$ cat config.mk
export PLATFORM = sky130hd
export DESIGN_NAME = modbus_reg_access
export DESIGN_NICKNAME = d
export VERILOG_FILES = /design/src/rtl/modbus_reg_access.sv
export SDC_FILE = /design/constraint.sdc
export NUM_CORES = 1
export LEC_CHECK = 0
export CAP_MARGIN = 5
export CORE_MARGIN = 3
export CORE_UTILIZATION = 30
export CTS_CLUSTER_SIZE = 10
export DETAILED_ROUTE_END_ITERATION = 8
export PLACE_DENSITY = 0.53
export SYNTH_ARGS = -nofsm -noshare
export SYNTH_HDL_FRONTEND = slang
export SYNTH_SLANG_ARGS = --single-unit
$ cat constraint.sdc
create_clock -name clk -period 2.5 [get_ports clk]
set_clock_uncertainty 0.05 [all_clocks]
set_input_delay 0.5 -clock clk [delete_from_list [all_inputs] [get_ports clk]]
set_output_delay 0.5 -clock clk [all_outputs]
set_load 0.02 [all_outputs]
$ cat src/rtl/modbus_reg_access.sv
// Modbus read/write-multiple-register engine driving one port of a dual-port register RAM.
// Optional start+quantity bounds check against REG_LIMIT: define MB_REG_BOUNDS_CHECK_EN.
module modbus_reg_access #(
  parameter int ADDR_WIDTH = 16,
  parameter int DATA_WIDTH = 16,
  parameter int MAX_QTY    = 125,
  parameter int REG_LIMIT  = 1024
) (
  input  logic                  clk,
  input  logic                  rst,
  input  logic                  req_v,
  input  logic                  req_wr,
  input  logic [ADDR_WIDTH-1:0] req_addr,
  input  logic [7:0]            req_qty,
  output logic                  busy,
  input  logic [DATA_WIDTH-1:0] wr_d,
  input  logic                  wr_v,
  output logic                  wr_rdy,
  output logic [DATA_WIDTH-1:0] rd_d,
  output logic                  rd_v,
  input  logic                  rd_rdy,
  output logic                  rd_last,
  output logic                  done,
  output logic [1:0]            err,
  output logic [ADDR_WIDTH-1:0] ram_a,
  output logic [DATA_WIDTH-1:0] ram_d,
  output logic                  ram_w,
  input  logic [DATA_WIDTH-1:0] ram_q
);

  typedef enum logic [2:0] {
    IDLE,
    CHECK,
    RD_ISSUE,
    RD_WAIT,
    RD_OUT,
    WR_ACC,
    WR_PULSE,
    DONE
  } state_t;

  localparam logic [7:0]          MAX_QTY_W   = 8'(MAX_QTY);
  localparam logic [ADDR_WIDTH:0] REG_LIMIT_W = (ADDR_WIDTH+1)'(REG_LIMIT);

`ifdef MB_REG_BOUNDS_CHECK_EN
  localparam bit BOUNDS_EN = 1'b1;
`else
  localparam bit BOUNDS_EN = 1'b0;
`endif

  state_t                state;
  logic                  wr_q;
  logic [ADDR_WIDTH-1:0] addr_q;
  logic [7:0]            cnt_q;

  logic [ADDR_WIDTH:0]   end_addr;
  logic                  qty_bad;
  logic                  addr_bad;

  // End address is one bit wider than the RAM address so it never wraps.
  always_comb begin
    end_addr = {1'b0, addr_q} + (ADDR_WIDTH+1)'(cnt_q);
    qty_bad  = (cnt_q == 8'd0) || (cnt_q > MAX_QTY_W);
    addr_bad = BOUNDS_EN && (end_addr > REG_LIMIT_W);
  end

  // NOTE: all state and outputs use non-blocking assignments so every branch sees pre-edge values.
  always_ff @(posedge clk) begin
    if (rst) begin
      state   <= IDLE;
      busy    <= 1'b0;
      wr_rdy  <= 1'b0;
      rd_v    <= 1'b0;
      rd_last <= 1'b0;
      done    <= 1'b0;
      ram_w   <= 1'b0;
      err     <= 2'd0;
      ram_a   <= '0;
      ram_d   <= '0;
      rd_d    <= '0;
      wr_q    <= 1'b0;
      addr_q  <= '0;
      cnt_q   <= 8'd0;
    end else begin
      done <= 1'b0;
      case (state)
        IDLE: begin
          if (req_v) begin
            wr_q   <= req_wr;
            addr_q <= req_addr;
            cnt_q  <= req_qty;
            busy   <= 1'b1;
            state  <= CHECK;
          end
        end

        CHECK: begin
          if (qty_bad) begin
            err   <= 2'd3;
            done  <= 1'b1;
            state <= DONE;
          end else if (addr_bad) begin
            err   <= 2'd2;
            done  <= 1'b1;
            state <= DONE;
          end else begin
            err <= 2'd0;
            if (wr_q) begin
              wr_rdy <= 1'b1;
              state  <= WR_ACC;
            end else begin
              state <= RD_ISSUE;
            end
          end
        end

        RD_ISSUE: begin
          ram_a <= addr_q;
          ram_w <= 1'b0;
          state <= RD_WAIT;
        end

        // ram_q is sampled one full cycle after ram_a was registered.
        RD_WAIT: begin
          rd_d    <= ram_q;
          rd_v    <= 1'b1;
          rd_last <= (cnt_q == 8'd1);
          state   <= RD_OUT;
        end

        RD_OUT: begin
          if (rd_rdy) begin
            rd_v    <= 1'b0;
            rd_last <= 1'b0;
            addr_q  <= addr_q + ADDR_WIDTH'(1);
            cnt_q   <= cnt_q - 8'd1;
            if (cnt_q == 8'd1) begin
              done  <= 1'b1;
              state <= DONE;
            end else begin
              state <= RD_ISSUE;
            end
          end
        end

        WR_ACC: begin
          if (wr_v && wr_rdy) begin
            ram_a  <= addr_q;
            ram_d  <= wr_d;
            ram_w  <= 1'b1;
            wr_rdy <= 1'b0;
            state  <= WR_PULSE;
          end
        end

        WR_PULSE: begin
          ram_w  <= 1'b0;
          addr_q <= addr_q + ADDR_WIDTH'(1);
          cnt_q  <= cnt_q - 8'd1;
          if (cnt_q == 8'd1) begin
            done  <= 1'b1;
            state <= DONE;
          end else begin
            wr_rdy <= 1'b1;
            state  <= WR_ACC;
          end
        end

        DONE: begin
          busy  <= 1'b0;
          state <= IDLE;
        end

        default: state <= IDLE;
      endcase
    end
  end

endmodule

==> flow_metrics.py <==
metrics = {
    "synthesis": {
        "synth_most_common_cell": "nand2_1",
        "synthTopCellsByArea": "dfxtp_1 (44%), nand2_1 (8.5%), a21oi_1 (7.5%)",
        "yosys-top-cells-count": "nand2_1 (86), dfxtp_1 (83), a21oi_1 (57)",
        "synth_top_area_share_pct": 43.77,
        "synth-seq-cells": 83,
        "ys.flop_type": "dfxtp_1",
        "synth.distinct_cells": 57,
        "ys_async_sr_fraction_pct": 0,
        "syn_area_sq_um": 3796,
        "syn_nets": 537,
        "avgSynthCellArea_sq_um": 8.060,
        "synth_cells": 471,
        "synth_edf_count": 0,
        "yosys.area.top_type": "dfxtp_1",
        "seq_area_frac_synth_pct": 43.77,
        "yosys_warnings": 0,
    },
    "floorplanning": {
        "num_io_pins": 118,
        "die_h_um": 118.5,
        "fp.dieArea_sq_um": 14040,
        "die_width_um": 118.5,
        "core_area_sq_um": 12210,
        "start_util_pct": 31.09,
        "rows": 40,
    },
    "power": {
        "p_leak_nw": 1.838,
        "power_w": 0.003390,
        "ir_drop_mv": 0.2619,
        "powerDensity_nw_per_um2": 616.6,
    },
    "sta": {
        "finalCritPeriodShare_pct": 89.69,
        "setup_ws_ns": 0.2577,
        "rsz0062_at_grt": "false",
        "fin_tns_setup_ns": 0,
        "hold_violations": 0,
        "clock.fmax_mhz": 446.0,
        "slew_violations": 0,
        "tightest_slew_ns": 0.6227,
        "relSlewSlack_pct": 57.94,
        "period_minus_slack_ns": 2.242,
        "setup_viol": 0,
    },
    "critical_path": {
        "start_kind": "flop",
        "crit_path_end_kind": "flop",
        "r2r-end": "state[2]",
        "crit_path_max_incr_delay_ns": 0.57,
        "cp.arrival_ns": 2.44,
        "cp_max_fo": 8,
        "r2r-start": "cnt_q[2]",
        "crit_required_ns": 2.70,
        "critPathKind": "reg2reg",
        "crit_slowest_cell": "or4_4",
        "path_cells": "or4_4, or4b_4, o31a_1, a311oi_1",
        "reg2reg_slack_ns": 0.26,
        "reg2reg_depth": 4,
    },
    "cts": {
        "cts_buffers": 9,
        "cts_resized": 0,
        "root_buffer": "clkbuf_16",
        "ctsHoldBuffers": 0,
        "clk_pin_slew_ns": 0.06,
        "clock_sinks": 83,
        "h-tree-depth": 3,
        "cts_tree": "yes",
        "insertion_delay_ns": 0.34,
        "post_cts_buffers": 0,
        "cts_max_path_buffers": 2,
    },
    "drt": {
        "dr.pass1.iters": 5,
        "drtIter0Drc": 136,
        "postRouteAntennaNets": 0,
        "drc": 0,
        "dr_total_vias": 3701,
        "routed_wl_um": 10810,
        "wl_per_cell_um": 14.29,
        "vias_per_cell": 4.896,
    },
    "worst_hold_path": {
        "min_to": "rd_d[1]",
        "hold-path-cell-count": 2,
        "hold_class": "reg2reg",
        "min_from": "rd_d[1]",
    },
    "global_routing": {
        "grt_max_degree": 37,
        "antenna_found_initial": 0,
        "grt_use_total_pct": 15.27,
        "grt_pass1_wl_um": 17720,
        "gr-total-overflow": 0,
        "grt_pass1_vias": 3544,
    },
    "finish": {
        "syn_to_final_growth_pct": 44.83,
        "diodes": 0,
        "fin_nets": 649,
        "fill_cells": 1282,
        "drive_above_1_share_pct": 8.844,
    },
    "run": {
        "drv_cap": 0,
    },
    "place": {
        "gp_congestion": 0.8186,
        "pre_cts_slack_ns": 0.03153,
        "port_buffers": 117,
        "place_hpwl_um": 7717,
    },
    "run_status": {
        "outcome": "complete, no violations",
    },
}
-- power by group --
part / total [W] / internal, W / leakage [nW] / switching [W]
Combinational: 0.000583 / 0.000297 / 1.03 / 0.000286
Sequential: 0.00148 / 0.00139 / 0.674 / 0.0000830
Clock: 0.00133 / 0.000780 / 0.136 / 0.000551
Total: 0.00339 / 0.00247 / 1.84 / 0.000920
-- final cells by class --
class / instances / area [sq um] / share of cell area (%)
multi-input cells: 340 / 1949 / 35.46
flip-flops and latches: 83 / 1662 / 30.22
repair buffers: 139 / 1344 / 24.44
clock buffers: 11 / 232.7 / 4.233
well taps: 168 / 210.2 / 3.823
clock inverters: 5 / 62.56 / 1.138
inverters: 10 / 37.54 / 0.6827
-- routing by layer --
layer  part of all wire (%)  global-route usage (%)  up-vias
met3                    3.2                   2.440       10
met4                    1.5                   5.938        0
met5                      0                       0        -
li1                       -                       -     1889
met1                     48                   20.58     1739
met2                     48                   24.51       63
-- state kept, by name (all words and copies together), names as in the netlist, 3 cells and up --
signal  count
addr_q     16
cnt_q       8
ram_a      16
ram_d      16
rd_d       16
state       3
-- worst max-delay path, delay by kind of cell (launching register included) --
family | cells | cell delay, ns
compound gates | 2 | 0.59
flops | 1 | 0.37
simple gates | 2 | 1.14
-- how the worst max path moves through the flow --
stage | startpoint | endpoint | slack, ns | depth (start not counted)
floorplan | cnt_q[2] | state[2] | 0.42 | 4
global placement | req_v | addr_q[5] | 0.05 | 7
detailed placement | req_v | addr_q[0] | 0.03 | 6
CTS | cnt_q[2] | state[2] | 0.26 | 4
global route | cnt_q[2] | state[2] | 0.20 | 4
finish | cnt_q[2] | state[2] | 0.26 | 4
-- kinds of logic after synthesis --
kind of cell | share of synthesized area, %
and+or+nand+nor | 24.09
DFF | 43.77
buffers and inverters | 4.944
AOI/OAI and AO/OA | 20.80
muxes | 5.076
adders and majority gates | 1.318
-- through the flow --
stage / instances / util (%) / area, sq um / hold slack, ns
global route: 756 / 45.02 / 5498 / 0.4206
finish: 756 / 45.02 / 5498 / 0.4029
global placement: 740 / 42.60 / 5202 / 0.3923
floorplan: 471 / - / 3796 / 0.4287
CTS: 756 / 45.02 / 5498 / 0.4053
detailed placement: 740 / 42.60 / 5202 / 0.3960
-- layout by cell type, fill, tap and decap left out, drive strengths merged, types with 2 or more instances in the layout --
master	n
clkdlybuf4s50	116
nand2	86
dfxtp	83
a21oi	57
nor2	34
buf	23
o21ai	19
mux2i	17
nand3	14
a31oi	11
inv	11
clkbuf	11
nor3	8
and2	7
nand4	6
a211oi	6
or3	5
or4	5
nand2b	4
nor3b	4
and4	4
o21a	4
ha	4
o211ai	3
a31o	3
o311ai	3
o31ai	3
or4b	3
o31a	2
a311oi	2
nand3b	2
nor4	2
mux2	2
clkinvlp	2
o32ai	2
nor2b	2
a21o	2
No activity file was read; power rests on OpenSTA's default activity.
